===== src/rtl/uart_tx_ctrl.sv =====
// 8N1 UART transmitter with a byte FIFO on a valid/ready input.
// Bit timing matches the loader's receiver clock-for-clock.
module uart_tx_ctrl #(
  parameter int CLKS_PER_BIT = 32,
  parameter int FIFO_DEPTH   = 8
) (
  input  logic                          clk,
  input  logic                          rst_n,
  input  logic [7:0]                    tx_data,
  input  logic                          tx_valid,
  output logic                          tx_ready,
  output logic                          uart_tx,
  output logic                          tx_busy,
  output logic                          tx_done,
  output logic [$clog2(FIFO_DEPTH):0]   fifo_count
);

  localparam int AW = $clog2(FIFO_DEPTH);
  localparam int BW = $clog2(CLKS_PER_BIT);
  localparam logic [BW-1:0] BAUD_MAX = BW'(CLKS_PER_BIT - 1);
  localparam logic [AW:0]   FULL     = (AW+1)'(FIFO_DEPTH);

  typedef enum logic [1:0] {
    IDLE,
    START,
    DATA,
    STOP
  } state_t;

  state_t        state_q, state_d;
  logic [BW-1:0] baud_q, baud_d;
  logic [2:0]    bit_q, bit_d;
  logic [7:0]    shift_q, shift_d;
  logic          line_q, line_d;

  logic [7:0]    mem [FIFO_DEPTH];
  logic [AW-1:0] wr_ptr, rd_ptr;
  logic [AW:0]   count_q;

  logic push, pop, done, empty, bit_end;

  assign empty    = (count_q == '0);
  assign tx_ready = (count_q != FULL);
  assign push     = tx_valid && tx_ready;
  assign bit_end  = (baud_q == BAUD_MAX);

  assign uart_tx    = line_q;
  assign tx_busy    = (state_q != IDLE);
  assign tx_done    = done;
  assign fifo_count = count_q;

  always_comb begin
    state_d = state_q;
    baud_d  = baud_q + 1'b1;
    bit_d   = bit_q;
    shift_d = shift_q;
    pop     = 1'b0;
    done    = 1'b0;
    unique case (state_q)
      IDLE: begin
        baud_d = '0;
        if (!empty) begin
          pop     = 1'b1;
          state_d = START;
        end
      end
      START: begin
        if (bit_end) begin
          baud_d  = '0;
          state_d = DATA;
        end
      end
      DATA: begin
        if (bit_end) begin
          baud_d  = '0;
          shift_d = shift_q >> 1;
          if (bit_q == 3'd7) state_d = STOP;
          else               bit_d   = bit_q + 3'd1;
        end
      end
      STOP: begin
        if (bit_end) begin
          baud_d = '0;
          done   = 1'b1;
          // Chain straight into the next start bit when data is waiting
          if (!empty) begin
            pop     = 1'b1;
            state_d = START;
          end else begin
            state_d = IDLE;
          end
        end
      end
      default: state_d = IDLE;
    endcase
    if (pop) begin
      shift_d = mem[rd_ptr];
      bit_d   = '0;
    end
  end

  always_comb begin
    line_d = 1'b1;
    unique case (state_d)
      START:   line_d = 1'b0;
      DATA:    line_d = shift_d[0];
      default: line_d = 1'b1;
    endcase
  end

  always_ff @(posedge clk or negedge rst_n) begin
    if (!rst_n) begin
      state_q <= IDLE;
      baud_q  <= '0;
      bit_q   <= '0;
      shift_q <= '0;
      line_q  <= 1'b1;
    end else begin
      state_q <= state_d;
      baud_q  <= baud_d;
      bit_q   <= bit_d;
      shift_q <= shift_d;
      line_q  <= line_d;
    end
  end

  always_ff @(posedge clk) begin
    if (push) mem[wr_ptr] <= tx_data;
  end

  always_ff @(posedge clk or negedge rst_n) begin
    if (!rst_n) begin
      wr_ptr  <= '0;
      rd_ptr  <= '0;
      count_q <= '0;
    end else begin
      if (push) wr_ptr <= wr_ptr + 1'b1;
      if (pop)  rd_ptr <= rd_ptr + 1'b1;
      if (push && !pop)      count_q <= count_q + 1'b1;
      else if (pop && !push) count_q <= count_q - 1'b1;
    end
  end

endmodule


===== config.mk =====
export PLATFORM = sky130hd
export DESIGN_NAME = uart_tx_ctrl
export DESIGN_NICKNAME = d
export VERILOG_FILES = /design/src/rtl/uart_tx_ctrl.sv
export SDC_FILE = /design/constraint.sdc
export NUM_CORES = 1
export LEC_CHECK = 0
export BUFFER_PORTS_ARGS = -buffer_cell sky130_fd_sc_hd__buf_2
export CORE_MARGIN = 4
export CORE_UTILIZATION = 40
export DETAILED_ROUTE_END_ITERATION = 8
export PLACE_DENSITY = 0.56
export SLEW_MARGIN = 25
export SYNTH_ARGS = -nofsm -noshare
export SYNTH_HDL_FRONTEND = slang
export SYNTH_SLANG_ARGS = --single-unit

===== constraint.sdc =====
create_clock -name clk -period 4.7 [get_ports clk]
set_input_delay 0.94 -clock clk [delete_from_list [all_inputs] [get_ports clk]]
set_output_delay 0.94 -clock clk [all_outputs]
set_load 0.05 [all_outputs]

After elaboration in Yosys (flattened, before gate mapping) --
Memory sizes are Yosys's and may differ from the RTL's. Cells that the tools add are included.
Storage, ports and cells: flip-flop bits (word level) 29, memory bits (writable) 64, output and inout bits 8, logic and storage cells 65, memories kept 1
Cells by class: $add $sub $neg 6, equal/unequal tests 9, muxes and demuxes 26, reduce and logical (&&, ||, !) cells 14
Memories:
- mem | words 8, width 8, read ports 1, clocked after Yosys merged registers in 0, wr ports 1, RTL line 36 | logic [7:0] mem [FIFO_DEPTH];
Operators with widths (count):
- 2-to-1 mux 8 bit | 3
- 2-to-1 mux 3 bit | 4
- 2-to-1 mux 2 bit | 5
- case mux 5 bit (2 select lines) | 1
- adder 3 x 1 -> 3 bit (second input constant) | 3
- 2-to-1 mux 4 bit | 2
- case mux 2 bit (4 select lines) | 1
- nonzero test 2 bit | 4
- 2-to-1 mux 1 bit | 7
- equality test 2 bit (second input constant) | 3
- adder 5 x 1 -> 5 bit (second input constant) | 1
- equality test 5 bit (second input constant) | 1
- 2-to-1 mux 5 bit | 1
- adder 4 x 1 -> 4 bit (second input constant) | 1
- equality test 2 x 1 -> 1 bit (second input constant) | 2
- logical NOT 4 bit | 1
- inequality test 4 bit (second input constant) | 1
- case mux 1 bit (2 select lines) | 2
- subtractor 4 x 1 -> 4 bit (second input constant) | 1
- equality test 3 bit (second input constant) | 1
- logical AND 1 bit | 3
- AND reduction 3 bit | 1
- OR reduction 3 bit | 1
- logical NOT 1 bit | 2
- 3 further kinds | 3

Depth between registers and ports, before layout --
word-level depth 7, gate-level depth with buffers 15

Worst setup path after synthesis --
Ideal clock, no wire load.
path kind register -> register, start point register count_q[0] (netlist: fifo_count[0]), end point register count_q[3] (netlist: fifo_count[3]), library setup time 146 ps, arrival 2810 ps, data required time 4554 ps, path slack 1744 ps, cell stages (with the launch flop) 13, buffers on the path 1, clock period less this slack 2956 ps, path through dfrtp_1 > nor3_1 > nand2_1 > and2_1 > clkbuf_1 > ha_1 > inv_1 > ha_1 > a21o_1 > a21oi_1 > xnor2_1 > nor2_1 > xor2_1
Between the ends: elaborated cells on any way between the ends 15, those cells by class add/sub: 2; eq/ne: 1; mux: 5; reduce/logical: 7
RTL lines:
- start, declared | RTL line 38 | logic [AW:0] count_q;
- start signal, assigned | RTL line 139 | if (push && !pop) count_q <= count_q + 1'b1;
- start signal, assigned | RTL line 140 | else if (pop && !push) count_q <= count_q - 1'b1;
- inequality test 4 bit * | RTL line 43 | assign tx_ready = (count_q != FULL);
- net tx_ready | RTL line 11 | output logic tx_ready,
- logical AND 1 bit * | RTL line 44 | assign push = tx_valid && tx_ready;
- net push | RTL line 40 | logic push, pop, done, empty, bit_end;
- logical NOT 1 bit | RTL line 140
- logical AND 1 bit | RTL line 140
- nonzero test 2 bit (no source line)
Mark *: on every way through the listed nets, which the timed path passes. The rest lies on a longest branch. The select of a mux whose other input is x is not followed. A chain may end at the register's enable or synchronous reset.

Final worst setup path --
start point register baud_q[0], end point register count_q[3] (netlist: fifo_count[3])
Between the ends: cells in the longest elaborated chain, start to end 6, elaborated cells on any way between the ends 8, those cells by class eq/ne: 1; mux: 3; reduce/logical: 4
Ends and longest elaborated chain:
- start, declared | RTL line 31 | logic [BW-1:0] baud_q, baud_d;
- start signal, assigned | RTL line 120 | baud_q <= baud_d;
- equality test 5 bit * | RTL line 45 | assign bit_end = (baud_q == BAUD_MAX);
- 2-to-1 mux 1 bit * | RTL line 82 | if (bit_end) begin
- case mux 1 bit (2 select lines) * | RTL line 59 | unique case (state_q)
- logical NOT 1 bit | RTL line 139
- logical AND 1 bit | RTL line 139
- 2-to-1 mux 4 bit or nonzero test 2 bit (tied branches)
Mark *: on every way between the ends. The rest lies on a longest branch, timed or not.

==> key figures <==
Outcome
  – Status: finished clean

Setup path
  – Arrival @ worst endpoint: 3.53 ns
  – Crit path launch type: register
  – Critical Path Stages: 14
  – R2r startpoint: baud_q[0]
  – Reg2Reg Depth: 14
  – CP required: between 4 and 5 ns
  – Reg2Reg Setup Slack: 1.42 ns
  – Buffers & Inverters on Critical Path: 2
  – CP Capture Type: register
  – CP delay by family, top: adder cells
  – Slowest stage delay, CP: 0.40 ns
  – Crit path kind: register to register
  – Slowest cell on the critical path: dfrtp_1
  – CP most frequent cell: ha_1
  – Worst-path fanout max: 18
  – CP Cell Sequence: ha_1 -> and3_1 -> ha_1 -> a21oi_1 -> nor3_4 -> inv_2 -> ha_1 -> inv_1 -> ha_1 -> a21o_1 -> a21oi_1 -> xnor2_1 -> nor2_1 -> xor2_1
  – FF-to-FF End: fifo_count[3]

Die
  – Starting utilization of the core area: 41.2%
  – Core area: 0.00977 sq mm
  – Die X: 108 microns
  – I/O pins: 19
  – Num rows: 36
  – Full die area: 0.0117 sq mm
  – Die H: 108 microns

Synth
  – YS warnings: 0
  – Synth top area share: 47.8%
  – Post-Syn Area: about 0.0040 sq mm
  – Yosys cell types: 38
  – Register area share after synthesis: 65.8%
  – Avg Cell Area, Syn: 16.2 sq um
  – Top cells by area, synth: edfxtp_1 48%, dfrtp_1 17%, mux4_1 5.9%
  – Main combinational cell family by area after synthesis: multiplexers
  – Post-synthesis compound-gate area fraction: 5.23%
  – Synth Net Count: 274
  – Seq cells post-synth: 93
  – Mux cell area share after synthesis: roughly an eighth
  – Yosys top cell by area: edfxtp_1
  – Post-Synth Adder-Cell Area: 4.85%
  – Post-Synth XOR/XNOR Area: 2.40%
  – Syn Inst Count: ~250
  – Synth Area in Simple Gates: 7.12%

Placement
  – GP Congestion: 0.728
  – Hpwl dp: 4190 microns
  – Pre-CTS WS: 1.42 ns
  – I/O Buffers: 18

Clocking
  – Setup repair bufs after CTS: 0
  – CTS H-tree lvls: 3
  – Clk slew on worst S/H paths: 0.09 ns
  – Root buf cell: clkbuf_8
  – Clk_lat worst skew: between 0.3 and 0.4 ns
  – CTS tree: yes
  – Total CTS buffers: 9
  – Hold buffer count at CTS: 0
  – TritonCTS Sinks: 93
  – Resized cells post-CTS: 0
  – Clock tree buffer depth: 2

Power
  – P_sw: 0.000588 W
  – PD cells: ~430 mW/mm^2
  – Pint: 0.00132 W
  – Clock power share: 26.1%
  – Worst vdd ir: 0.239 mV
  – Comb power frac: 18.3%
  – Switching Share: 30.7%
  – Share of power burned in registers: a little under three fifths
  – Leak Pwr: 1.68 nW

Finish
  – # diodes: 0
  – Layout cells sized above 1: between 10% and 20%
  – Area occupied by multi-input gates: 0.00129 sq mm
  – Nets@finish: 294
  – Storage cell area: 0.00265 sq mm
  – Most frequent cells in the layout: 64 x edfxtp_1, 27 x dfrtp_1, 18 x buf_2
  – Fin util: between 40 and 50%
  – Commonest non-fill, non-tap cell in the layout: edfxtp_1
  – Fillers: 878
  – Area grow syn2layout: 9.74%

Timing
  – Setup_tns: 0 ns
  – Final setup violation count: 0
  – Max-slew violation count: 0
  – Slew @ Worst Pin: a little under 1 ns
  – Final Worst Setup Slack: 1.42 ns
  – Clk_skew: 0.0131 ns
  – RSZ-0062 raised after global routing: no
  – Final period utilization: 69.8%
  – Fmax: 305 MHz
  – Slew HR: about 33%
  – Hold Vio Cnt, Final: 0
  – Min Clock Period, post-route: 3.28 ns

Route
  – Routed via count: 2069
  – Routed WL: 6800 microns
  – Routed Antenna Nets: 0
  – WL/cell: between 15 and 20 microns
  – Post-route DRC violation count: 0
  – Iteration-0 DRC count of the detailed router: 139
  – Detailed Routing Iterations Pass 1: 4
  – Vias per cell: 5.10

Global route
  – Total gr overflow: 0
  – Global-route wire length before repair: 11200 microns
  – Initial antenna violation count: 0
  – Pin count of the biggest net entering global routing: 30
  – Vias in the first global route: 2117
  – GR Util All Layers: 13.1%

Worst hold path
  – Hold_sp: baud_q[0]
  – Worst Hold End: baud_q[0]
  – Worst min path class: register to register
  – Worst hold stages: 1

Run
  – Max-cap viol count: 0
[state kept, by name, summed over array words and instances (netlist names)]
register,flops
shift_q,8
uart_tx,1
rd_ptr,3
state_q,2
fifo_count,4
baud_q,5
wr_ptr,3
bit_q,3
mem,64
[how the worst max path moves through the flow]
stage,start,end,slack [ns]
2_1_floorplan,fifo_count[0],fifo_count[3],1.74
3_3_place_gp,baud_q[0],fifo_count[3],1.52
5_1_grt,baud_q[0],fifo_count[3],1.17
6_report,baud_q[0],fifo_count[3],1.42
3_5_place_dp,baud_q[0],fifo_count[3],1.42
4_1_cts,baud_q[0],fifo_count[3],1.42
[cell type report]
| cell class | count | share of cell area, % |
|---|---|---|
| multi-input combinational | 139 | 29.2 |
| clock inverter | 7 | 1.50 |
| sequential | 93 | 60.0 |
| timing repair buffer | 19 | 2.21 |
| tap | 133 | 3.77 |
| clock buffer | 9 | 2.81 |
| inverter | 6 | 0.510 |
[power by group through the flow]
stage                     combinational, W  clock (W)  sequential [W]
final                             0.000350   0.000500         0.00106
after global routing              0.000392   0.000553         0.00108
after floorplan                   0.000197          0         0.00113
after detailed placement          0.000359          0         0.00108
after CTS                         0.000359   0.000519         0.00106
after global placement            0.000353          0         0.00108
[synthesized netlist by cell type]
library cell,count
nor4_2,1
xnor2_1,8
o32a_1,1
a22o_1,1
nor3_4,1
nor3b_1,1
dfstp_2,1
xor2_1,3
mux2_2,2
buf_6,2
inv_2,1
fa_1,1
nor2_1,14
a21o_1,2
ha_1,14
edfxtp_1,64
nor3_1,6
o21ai_0,5
a21boi_0,1
o31ai_4,1
clkbuf_1,3
nor2b_1,9
inv_1,5
o32ai_1,2
nor2b_2,1
nand2b_1,3
a211oi_1,6
and2_1,2
nand2_1,13
a21oi_1,12
mux4_2,6
buf_8,1
nand3_1,2
dfrtp_1,28
buf_2,4
mux2i_1,10
mux4_1,9
and3_1,2
[per-stage QoR]
stage,hold slack [ns],std cells,cell area (sq um),power (W)
floorplan,0.438,248,4020,0.00132
global placement,0.451,390,4220,0.00143
detailed placement,0.459,390,4220,0.00144
CTS,0.473,406,4410,0.00194
global route,0.497,406,4410,0.00202
finish,0.468,406,4410,0.00191
[cells by family (layout without fill, tap and decap cells)]
logic type,count (synthesis),in the layout
AO/OA/AOI/OAI,31,31
buffers and inverters,16,41
flip-flops,93,93
multiplexers,27,27
AND/OR/NAND/NOR,55,55
adder cells (fa/ha/maj),15,15
XOR/XNOR,11,11
[metal layers]
metal / track usage [%] / share of wire (%)
met1: 15.9 / 44
met2: 22.5 / 51
met3: 3.22 / 2.8
met4: 5.05 / 1.7
met5: 0 / 0
Note: power is estimated with default switching activity, not from simulation.
